--- config.mk ---
export PLATFORM = sky130hd
export DESIGN_NAME = pd_math_pipe_flat
export DESIGN_NICKNAME = d
export VERILOG_FILES = /design/src/rtl/pd_math_pipe_if.sv /design/src/rtl/pd_math_pipe.sv /design/src/flat_wrapper.sv
export SDC_FILE = /design/constraint.sdc
export NUM_CORES = 1
export LEC_CHECK = 0
export CAP_MARGIN = 15
export CELL_PAD_IN_SITES_DETAIL_PLACEMENT = 0
export CELL_PAD_IN_SITES_GLOBAL_PLACEMENT = 2
export CORE_AREA = 2 2 152 154
export DETAILED_ROUTE_END_ITERATION = 10
export DIE_AREA = 0 0 154 156
export PLACE_DENSITY = 0.8
export SLEW_MARGIN = 20
export SYNTH_ARGS = -nofsm -noshare
export SYNTH_HDL_FRONTEND = slang
export SYNTH_SLANG_ARGS = --single-unit
--- constraint.sdc ---
create_clock -name clk -period 3.9 [get_ports clk]
set_input_delay 0.39 -clock clk [delete_from_list [all_inputs] [get_ports clk]]
set_output_delay 0.39 -clock clk [all_outputs]
set_load 0.03 [all_outputs]
--- src/rtl/pd_math_pipe_if.sv ---
// -----------------------------------------------------------------------------
// pd_math_pipe_if
//   Bundles the error-sample input and the P/D result outputs of pd_math_pipe.
//
//   Signals
//     err_vld  1   err_sat holds a new sample this cycle
//     err_sat  10  signed saturated error, -512..511
//     P_term   14  signed proportional term
//     D_term   13  signed derivative term
//     PD_sum   15  signed P_term + D_term
//     pd_vld   1   one-cycle strobe, P_term/D_term/PD_sum valid
//     primed   1   history queue is full
//
//   Modports
//     master : error producer / result consumer
//     slave  : pd_math_pipe itself
// -----------------------------------------------------------------------------
interface pd_math_pipe_if;
   logic               err_vld;
   logic signed [9:0]  err_sat;
   logic signed [13:0] P_term;
   logic signed [12:0] D_term;
   logic signed [14:0] PD_sum;
   logic               pd_vld;
   logic               primed;

   modport master (
      output err_vld, err_sat,
      input  P_term, D_term, PD_sum, pd_vld, primed
   );

   modport slave (
      input  err_vld, err_sat,
      output P_term, D_term, PD_sum, pd_vld, primed
   );
endinterface

--- src/rtl/pd_math_pipe.sv ---
// -----------------------------------------------------------------------------
// pd_math_pipe
//   Consumes the 10-bit saturated error and produces the proportional and
//   derivative terms plus their sum through a 3-stage pipeline.
//   D_diff is taken against the sample D_QUEUE_DEPTH valid samples back, held
//   in a shift-register history queue that only advances on err_vld.
//
//   Ports
//     clk   in  system clock, all state on the rising edge
//     rst   in  synchronous reset, active-high
//     bus   pd_math_pipe_if.slave (err_vld/err_sat in; P_term, D_term,
//           PD_sum, pd_vld, primed out)
//
//   Parameters
//     D_QUEUE_DEPTH  samples between current and previous error (2..31)
//     P_COEFF        proportional gain 0..15, treated as 5-bit signed
//     D_COEFF        derivative gain 0..63, treated as 7-bit signed
//
//   Build option
//     PD_SUM_SAT_EN  when defined, PD_sum is clamped to -8192..8191 and driven
//                    sign-extended on the 15-bit port; otherwise it is the
//                    full 15-bit sum, which cannot overflow.
// -----------------------------------------------------------------------------
module pd_math_pipe #(
   parameter int         D_QUEUE_DEPTH = 12,
   parameter logic [4:0] P_COEFF       = 5'h08,
   parameter logic [5:0] D_COEFF       = 6'h07
) (
   input logic           clk,
   input logic           rst,
   pd_math_pipe_if.slave bus
);

   localparam int               CNT_W    = $clog2(D_QUEUE_DEPTH + 1);
   localparam logic [CNT_W-1:0] FILL_MAX = CNT_W'(D_QUEUE_DEPTH);

   // Gains widened to product width; the zero MSB keeps them positive.
   localparam logic signed [13:0] P_GAIN = 14'($signed(P_COEFF));
   localparam logic signed [12:0] D_GAIN = 13'($signed({1'b0, D_COEFF}));

   // History queue and priming
   logic signed [9:0]  queue_q [D_QUEUE_DEPTH];
   logic signed [9:0]  queue_d [D_QUEUE_DEPTH];
   logic [CNT_W-1:0]   fill_cnt_q, fill_cnt_d;
   logic               primed_q, primed_d;

   // Stage 1
   logic               v1_q, v1_d;
   logic signed [9:0]  err_q, err_d;
   logic signed [10:0] d_diff_q, d_diff_d;
   logic               prm_q, prm_d;

   // Stage 2
   logic               v2_q, v2_d;
   logic signed [13:0] p_s2_q, p_s2_d;
   logic signed [12:0] d_s2_q, d_s2_d;
   logic signed [6:0]  d_sat_s;

   // Stage 3 / outputs
   logic               pd_vld_q, pd_vld_d;
   logic signed [13:0] P_term_q, P_term_d;
   logic signed [12:0] D_term_q, D_term_d;
   logic signed [14:0] PD_sum_q, PD_sum_d;
   logic signed [14:0] sum_full_s;

   // History queue shift and fill counter, both advancing only on a valid sample
   always_comb begin
      queue_d    = queue_q;
      fill_cnt_d = fill_cnt_q;
      if (bus.err_vld) begin
         queue_d[0] = bus.err_sat;
         for (int i = 1; i < D_QUEUE_DEPTH; i++) begin
            queue_d[i] = queue_q[i-1];
         end
         if (fill_cnt_q != FILL_MAX) begin
            fill_cnt_d = fill_cnt_q + CNT_W'(1);
         end else begin
            fill_cnt_d = fill_cnt_q;
         end
      end else begin
         queue_d    = queue_q;
         fill_cnt_d = fill_cnt_q;
      end
      primed_d = (fill_cnt_d == FILL_MAX);
   end

   // Stage 1: capture sample, difference against the oldest entry, priming flag
   always_comb begin
      v1_d     = bus.err_vld;
      err_d    = err_q;
      d_diff_d = d_diff_q;
      prm_d    = prm_q;
      if (bus.err_vld) begin
         err_d    = bus.err_sat;
         // 11 bits hold any 10-bit difference without overflow
         d_diff_d = 11'(bus.err_sat) - 11'(queue_q[D_QUEUE_DEPTH-1]);
         // priming state before this sample enters
         prm_d    = primed_q;
      end else begin
         err_d    = err_q;
         d_diff_d = d_diff_q;
         prm_d    = prm_q;
      end
   end

   // Stage 2: saturate the difference to 7 bits and apply the gains
   always_comb begin
      v2_d   = v1_q;
      p_s2_d = p_s2_q;
      d_s2_d = d_s2_q;
      if (d_diff_q > 11'sd63) begin
         d_sat_s = 7'sd63;
      end else if (d_diff_q < -11'sd64) begin
         d_sat_s = -7'sd64;
      end else begin
         d_sat_s = d_diff_q[6:0];
      end
      if (v1_q) begin
         p_s2_d = 14'(err_q) * P_GAIN;
         if (prm_q) begin
            d_s2_d = 13'(d_sat_s) * D_GAIN;
         end else begin
            d_s2_d = 13'sd0;
         end
      end else begin
         p_s2_d = p_s2_q;
         d_s2_d = d_s2_q;
      end
   end

   // Stage 3: sum and output registers, which hold between strobes
   always_comb begin
      pd_vld_d   = v2_q;
      P_term_d   = P_term_q;
      D_term_d   = D_term_q;
      PD_sum_d   = PD_sum_q;
      sum_full_s = 15'(p_s2_q) + 15'(d_s2_q);
      if (v2_q) begin
         P_term_d = p_s2_q;
         D_term_d = d_s2_q;
`ifdef PD_SUM_SAT_EN
         if (sum_full_s > 15'sd8191) begin
            PD_sum_d = 15'sd8191;
         end else if (sum_full_s < -15'sd8192) begin
            PD_sum_d = -15'sd8192;
         end else begin
            PD_sum_d = sum_full_s;
         end
`else
         PD_sum_d = sum_full_s;
`endif
      end else begin
         P_term_d = P_term_q;
         D_term_d = D_term_q;
         PD_sum_d = PD_sum_q;
      end
   end

   // State registers with synchronous reset; reset discards in-flight samples
   always_ff @(posedge clk) begin
      if (rst) begin
         for (int i = 0; i < D_QUEUE_DEPTH; i++) begin
            queue_q[i] <= 10'sd0;
         end
         fill_cnt_q <= '0;
         primed_q   <= 1'b0;
         v1_q       <= 1'b0;
         err_q      <= 10'sd0;
         d_diff_q   <= 11'sd0;
         prm_q      <= 1'b0;
         v2_q       <= 1'b0;
         p_s2_q     <= 14'sd0;
         d_s2_q     <= 13'sd0;
         pd_vld_q   <= 1'b0;
         P_term_q   <= 14'sd0;
         D_term_q   <= 13'sd0;
         PD_sum_q   <= 15'sd0;
      end else begin
         for (int i = 0; i < D_QUEUE_DEPTH; i++) begin
            queue_q[i] <= queue_d[i];
         end
         fill_cnt_q <= fill_cnt_d;
         primed_q   <= primed_d;
         v1_q       <= v1_d;
         err_q      <= err_d;
         d_diff_q   <= d_diff_d;
         prm_q      <= prm_d;
         v2_q       <= v2_d;
         p_s2_q     <= p_s2_d;
         d_s2_q     <= d_s2_d;
         pd_vld_q   <= pd_vld_d;
         P_term_q   <= P_term_d;
         D_term_q   <= D_term_d;
         PD_sum_q   <= PD_sum_d;
      end
   end

   assign bus.P_term = P_term_q;
   assign bus.D_term = D_term_q;
   assign bus.PD_sum = PD_sum_q;
   assign bus.pd_vld = pd_vld_q;
   assign bus.primed = primed_q;

endmodule
--- src/flat_wrapper.sv ---
// flat-port wrapper written by rule: the top's interface ports become plain ports
module pd_math_pipe_flat 
#(
   parameter int         D_QUEUE_DEPTH = 12,
   parameter logic [4:0] P_COEFF       = 5'h08,
   parameter logic [5:0] D_COEFF       = 6'h07
)
  (clk, rst, bus_err_vld, bus_err_sat, bus_P_term, bus_D_term, bus_PD_sum, bus_pd_vld, bus_primed);
  pd_math_pipe_if bus_i ();
  input logic clk;
  input logic rst;
  input wire logic [$bits(bus_i.err_vld)-1:0] bus_err_vld;
  input wire logic [$bits(bus_i.err_sat)-1:0] bus_err_sat;
  output wire logic [$bits(bus_i.P_term)-1:0] bus_P_term;
  output wire logic [$bits(bus_i.D_term)-1:0] bus_D_term;
  output wire logic [$bits(bus_i.PD_sum)-1:0] bus_PD_sum;
  output wire logic [$bits(bus_i.pd_vld)-1:0] bus_pd_vld;
  output wire logic [$bits(bus_i.primed)-1:0] bus_primed;
  assign bus_i.err_vld = bus_err_vld;
  assign bus_i.err_sat = bus_err_sat;
  assign bus_P_term = bus_i.P_term;
  assign bus_D_term = bus_i.D_term;
  assign bus_PD_sum = bus_i.PD_sum;
  assign bus_pd_vld = bus_i.pd_vld;
  assign bus_primed = bus_i.primed;
  pd_math_pipe #(.D_QUEUE_DEPTH(D_QUEUE_DEPTH), .P_COEFF(P_COEFF), .D_COEFF(D_COEFF)) u_core (.clk(clk), .rst(rst), .bus(bus_i));
endmodule
==> metrics.txt <==
Peak Freq=281 MHz; total area of multi-input combinational cells=slightly above 0.004 mm^2; starting density of the core=between 30% and 40%; most common library cell in the layout ignoring fill and taps=dfxtp_1; flip-flop and latch count after synthesis=193; dominant combinational cell family by area after synthesis=multiplexers; Post-Syn Area per Cell=9.65 um^2; hold slack final=a little under 400 ps; die width=around 150 um; Critical Setup Path Class=register to register; crit path setup slack, layout=roughly 340 ps; Clock Latency Late Sink=approximately 440 ps; total iterations of the first detailed-routing run=4; post-route fraction of the period consumed by the critical path=91.4%; share of the synthesized area in compound gates (AO/OA/AOI/OAI)=6.42%; Critical Path Sink Type=register; Port Buffers=53; share of layout cells above drive strength 1=5.71%; Remaining DRCs=0; synthesized-area fraction occupied by adder cells=6.77%; number of antenna violations at the first check in global routing=0; GRT Overall Usage=14.0%; antenna fix cells=0; basic-gate share of the synthesized area counting and, or, nand and nor cells=roughly 14%; maximum clock path buffer count=2; total power density per cell area=469 mW/mm^2; RSZ-0062 raised after global routing=false; leading cell types in the layout, fill and taps excluded=192 x dfxtp_1, 186 x nor2_1, 160 x mux2i_1, 51 x clkdlybuf4s50_1, 44 x inv_1; synthesized netlist cell count=approximately 870; total half-perimeter wirelength after legalization and detailed placement=10900 um; final std cells w/o fill=1196; Critical Path RT=around 4300 ps; total via count in the routed design=5622; post-CTS resize count=0; maximum VDD drop=0.247 mV; # H-tree levels=4; top flip-flop cell by instance count after synthesis=dfxtp_1; biggest area consumer among synthesized cells=dfxtp_1; vertical extent of the die=156 um; sequential-to-total area share from yosys stat=a little under half; status=completed; Top delay family on crit path=adder cells; portion of netlist area occupied by mux cells=19.0%; filler cell count in the final layout=around 2.2k; Hold-fix buffers, CTS=0; fraction of registers with async set/reset=0%; via count of the first global-routing pass=5250; Static Leak=4.11 nW; clock sink count=193; final count of negative-setup-slack endpoints=0; number of synthesized flops with an enable pin=0; Worst Hold Class=input port to register; DRC marker count from the first detailed-route iteration=282; transition at the pin with the smallest max-transition slack=1050 ps; fin. max-slew vios=0; Most Frequent Cell on Critical Path=inv_1; pin count of the biggest net entering global routing=90; crit-path max FO=3; worst slack at placement=324 ps; final weighted congestion of routability-driven global placement=0.764; routed via count divided by cell count=4.70; largest clock skew in the final design=9.47 ps; standard cell with the maximum stage delay on the critical path=fa_1; buffers inserted by post-CTS timing repair=0; clk root buf=clkbuf_16; CTS tree=yes; post-DR wirelength/cell=13.5 um; number of placed I/O pins=57; arrival time of data at the critical path endpoint=3940 ps; area taken by flip-flops and latches=approximately 0.0039 mm^2; post-placement cell count=1164; Final Routed Wirelength=16100 um; distinct cell type count of the synthesized netlist=between 50 and 60; main area contributors after synthesis=dfxtp_1 46%, mux2i_1 19%, nor2_1 8.3%; Inserted Clock Buffers=17; sequence of cells on the critical path=nor4_4 -> nor2_1 -> o21ai_0 -> inv_1 -> ha_1 -> inv_1 -> fa_1 -> inv_1 -> ha_1 -> o21ai_1 -> a21oi_1 -> o21ai_1 -> a21oi_1 -> or4_1 -> nand3_1; area share of the largest cell type after synthesis=about 46%; total count of hold-check failures in the final report=0; element type at the critical path start=register; number of cell rows=between 50 and 60; slew margin rel.=30.0%; crit-path max cell delay=490 ps; global-route wire length before repair=26800 um; Max Cap Violations=0; number of nets still failing antenna checks after routing=0; Final Critical Period=3560 ps; WP buf/inv=3; Synth warnings=0; Net count, final=953; Clk pin slew, worst setup/hold paths=roughly 70 ps; Synth Area in XOR/XNOR=2.39%; cell area after synthesis=around 0.0084 mm^2; remaining global-route overflow=0; Fin Setup TNS=0 ps; die area=approximately 0.024 mm^2; area overhead of the layout relative to synthesis=15.5%; Core Area=0.0224 mm^2
[worst register-to-register path, cell delays in order, from the launching register on]
cell and delay, ps:
dfxtp_1 350, nor4_4 320, nor2_1 80, o21ai_0 410, inv_1 90, ha_1 290
inv_1 50, fa_1 490, inv_1 40, ha_1 320, o21ai_1 220, a21oi_1 90
o21ai_1 170, a21oi_1 100, or4_1 400, nand3_1 90
[power breakdown]
group | switching, W | total, W | internal [W]
logic | 0.000408 | 0.000718 | 0.000310
registers | 0.0000370 | 0.00204 | 0.00200
clock network | 0.000778 | 0.00180 | 0.00102
total | 0.00122 | 0.00456 | 0.00333
[registers in the layout, indices dropped and copies added (netlist names), 4 cells and up]
name               flops
u_core.d_s2_q         11
u_core.queue_q       110
u_core.p_s2_q         10
u_core.bus.D_term      8
u_core.bus.PD_sum     14
u_core.err_q          10
u_core.bus.P_term     10
u_core.fill_cnt_q      4
u_core.d_diff_q       11
[kinds of logic (layout without fill, tap and decap cells)]
| kind of cell | Yosys count | in the layout |
|---|---|---|
| simple gates | 270 | 270 |
| flops | 193 | 193 |
| mux | 160 | 160 |
| buf+inv | 102 | 138 |
| compound gates | 82 | 82 |
| fa+ha+maj | 42 | 42 |
| xor+xnor | 23 | 23 |
| other cells | 1 | 3 |
[synth_stat cells (2+ instances only)]
| library cell | instances |
|---|---|
| a21o_1 | 6 |
| xnor2_1 | 14 |
| ha_1 | 36 |
| inv_1 | 44 |
| a22oi_1 | 2 |
| nor2b_1 | 6 |
| buf_1 | 8 |
| a31oi_1 | 2 |
| o21ai_0 | 14 |
| nand4_1 | 4 |
| nand2_1 | 23 |
| buf_4 | 10 |
| dfxtp_1 | 193 |
| a211oi_1 | 10 |
| o21a_1 | 2 |
| and3_1 | 2 |
| buf_2 | 20 |
| nand2b_1 | 18 |
| nor2_1 | 186 |
| o21ai_1 | 6 |
| nor3b_1 | 3 |
| a21oi_1 | 21 |
| o22ai_1 | 5 |
| nor3_1 | 7 |
| a211o_1 | 3 |
| fa_1 | 6 |
| nand3b_1 | 2 |
| o31ai_2 | 2 |
| nand3_1 | 8 |
| clkbuf_1 | 19 |
| xor2_1 | 9 |
| mux2i_1 | 160 |
[worst paths after layout]
check,startpoint,to,slack (ps),cells past startpoint
worst max-delay path,u_core.d_diff_q[6]$_SDFFE_PP0P_,u_core.d_s2_q[11]$_SDFFE_PP0P_,340,15
worst min-delay path,rst,u_core.bus.D_term[6]$_SDFFE_PP0P_,400,2
worst max register to register,u_core.d_diff_q[6]$_SDFFE_PP0P_,u_core.d_s2_q[11]$_SDFFE_PP0P_,340,15
worst min register to register,u_core.d_s2_q[2]$_SDFFE_PP0P_,u_core.d_s2_q[2]$_SDFFE_PP0P_,470,2
[metrics by stage]
| stage | total power (W) | util, % | cell area (um^2) |
|---|---|---|---|
| final | 0.00456 | 43.5 | 9720 |
| after global routing | 0.00480 | 43.5 | 9720 |
| after detailed placement | 0.00281 | 40.8 | 9120 |
| after floorplan | 0.00265 | - | 8430 |
| after global placement | 0.00281 | 40.8 | 9120 |
| after CTS | 0.00463 | 43.5 | 9720 |
[layout make-up]
type                    instances  area share [%]
repair buffers                 61            6.23
well taps                     285            3.67
inverters                      45            1.74
flip-flops and latches        193            39.8
multi-input cells             580            42.4
clock inverters                13            1.79
clock buffers                  19            4.45
[metal layers]
| layer | wire length (um) | GRT usage, % | part of all wire (%) | vias to the layer above |
|---|---|---|---|---|
| li1 | - | - | - | 2973 |
| met1 | 8240 | 18.8 | 51 | 2553 |
| met2 | 7140 | 22.0 | 44 | 75 |
| met3 | 456 | 2.69 | 2.8 | 21 |
| met4 | 272 | 5.87 | 1.7 | 0 |
| met5 | 0 | 0 | 0 | - |
Note: power is estimated with default switching activity, not from simulation.
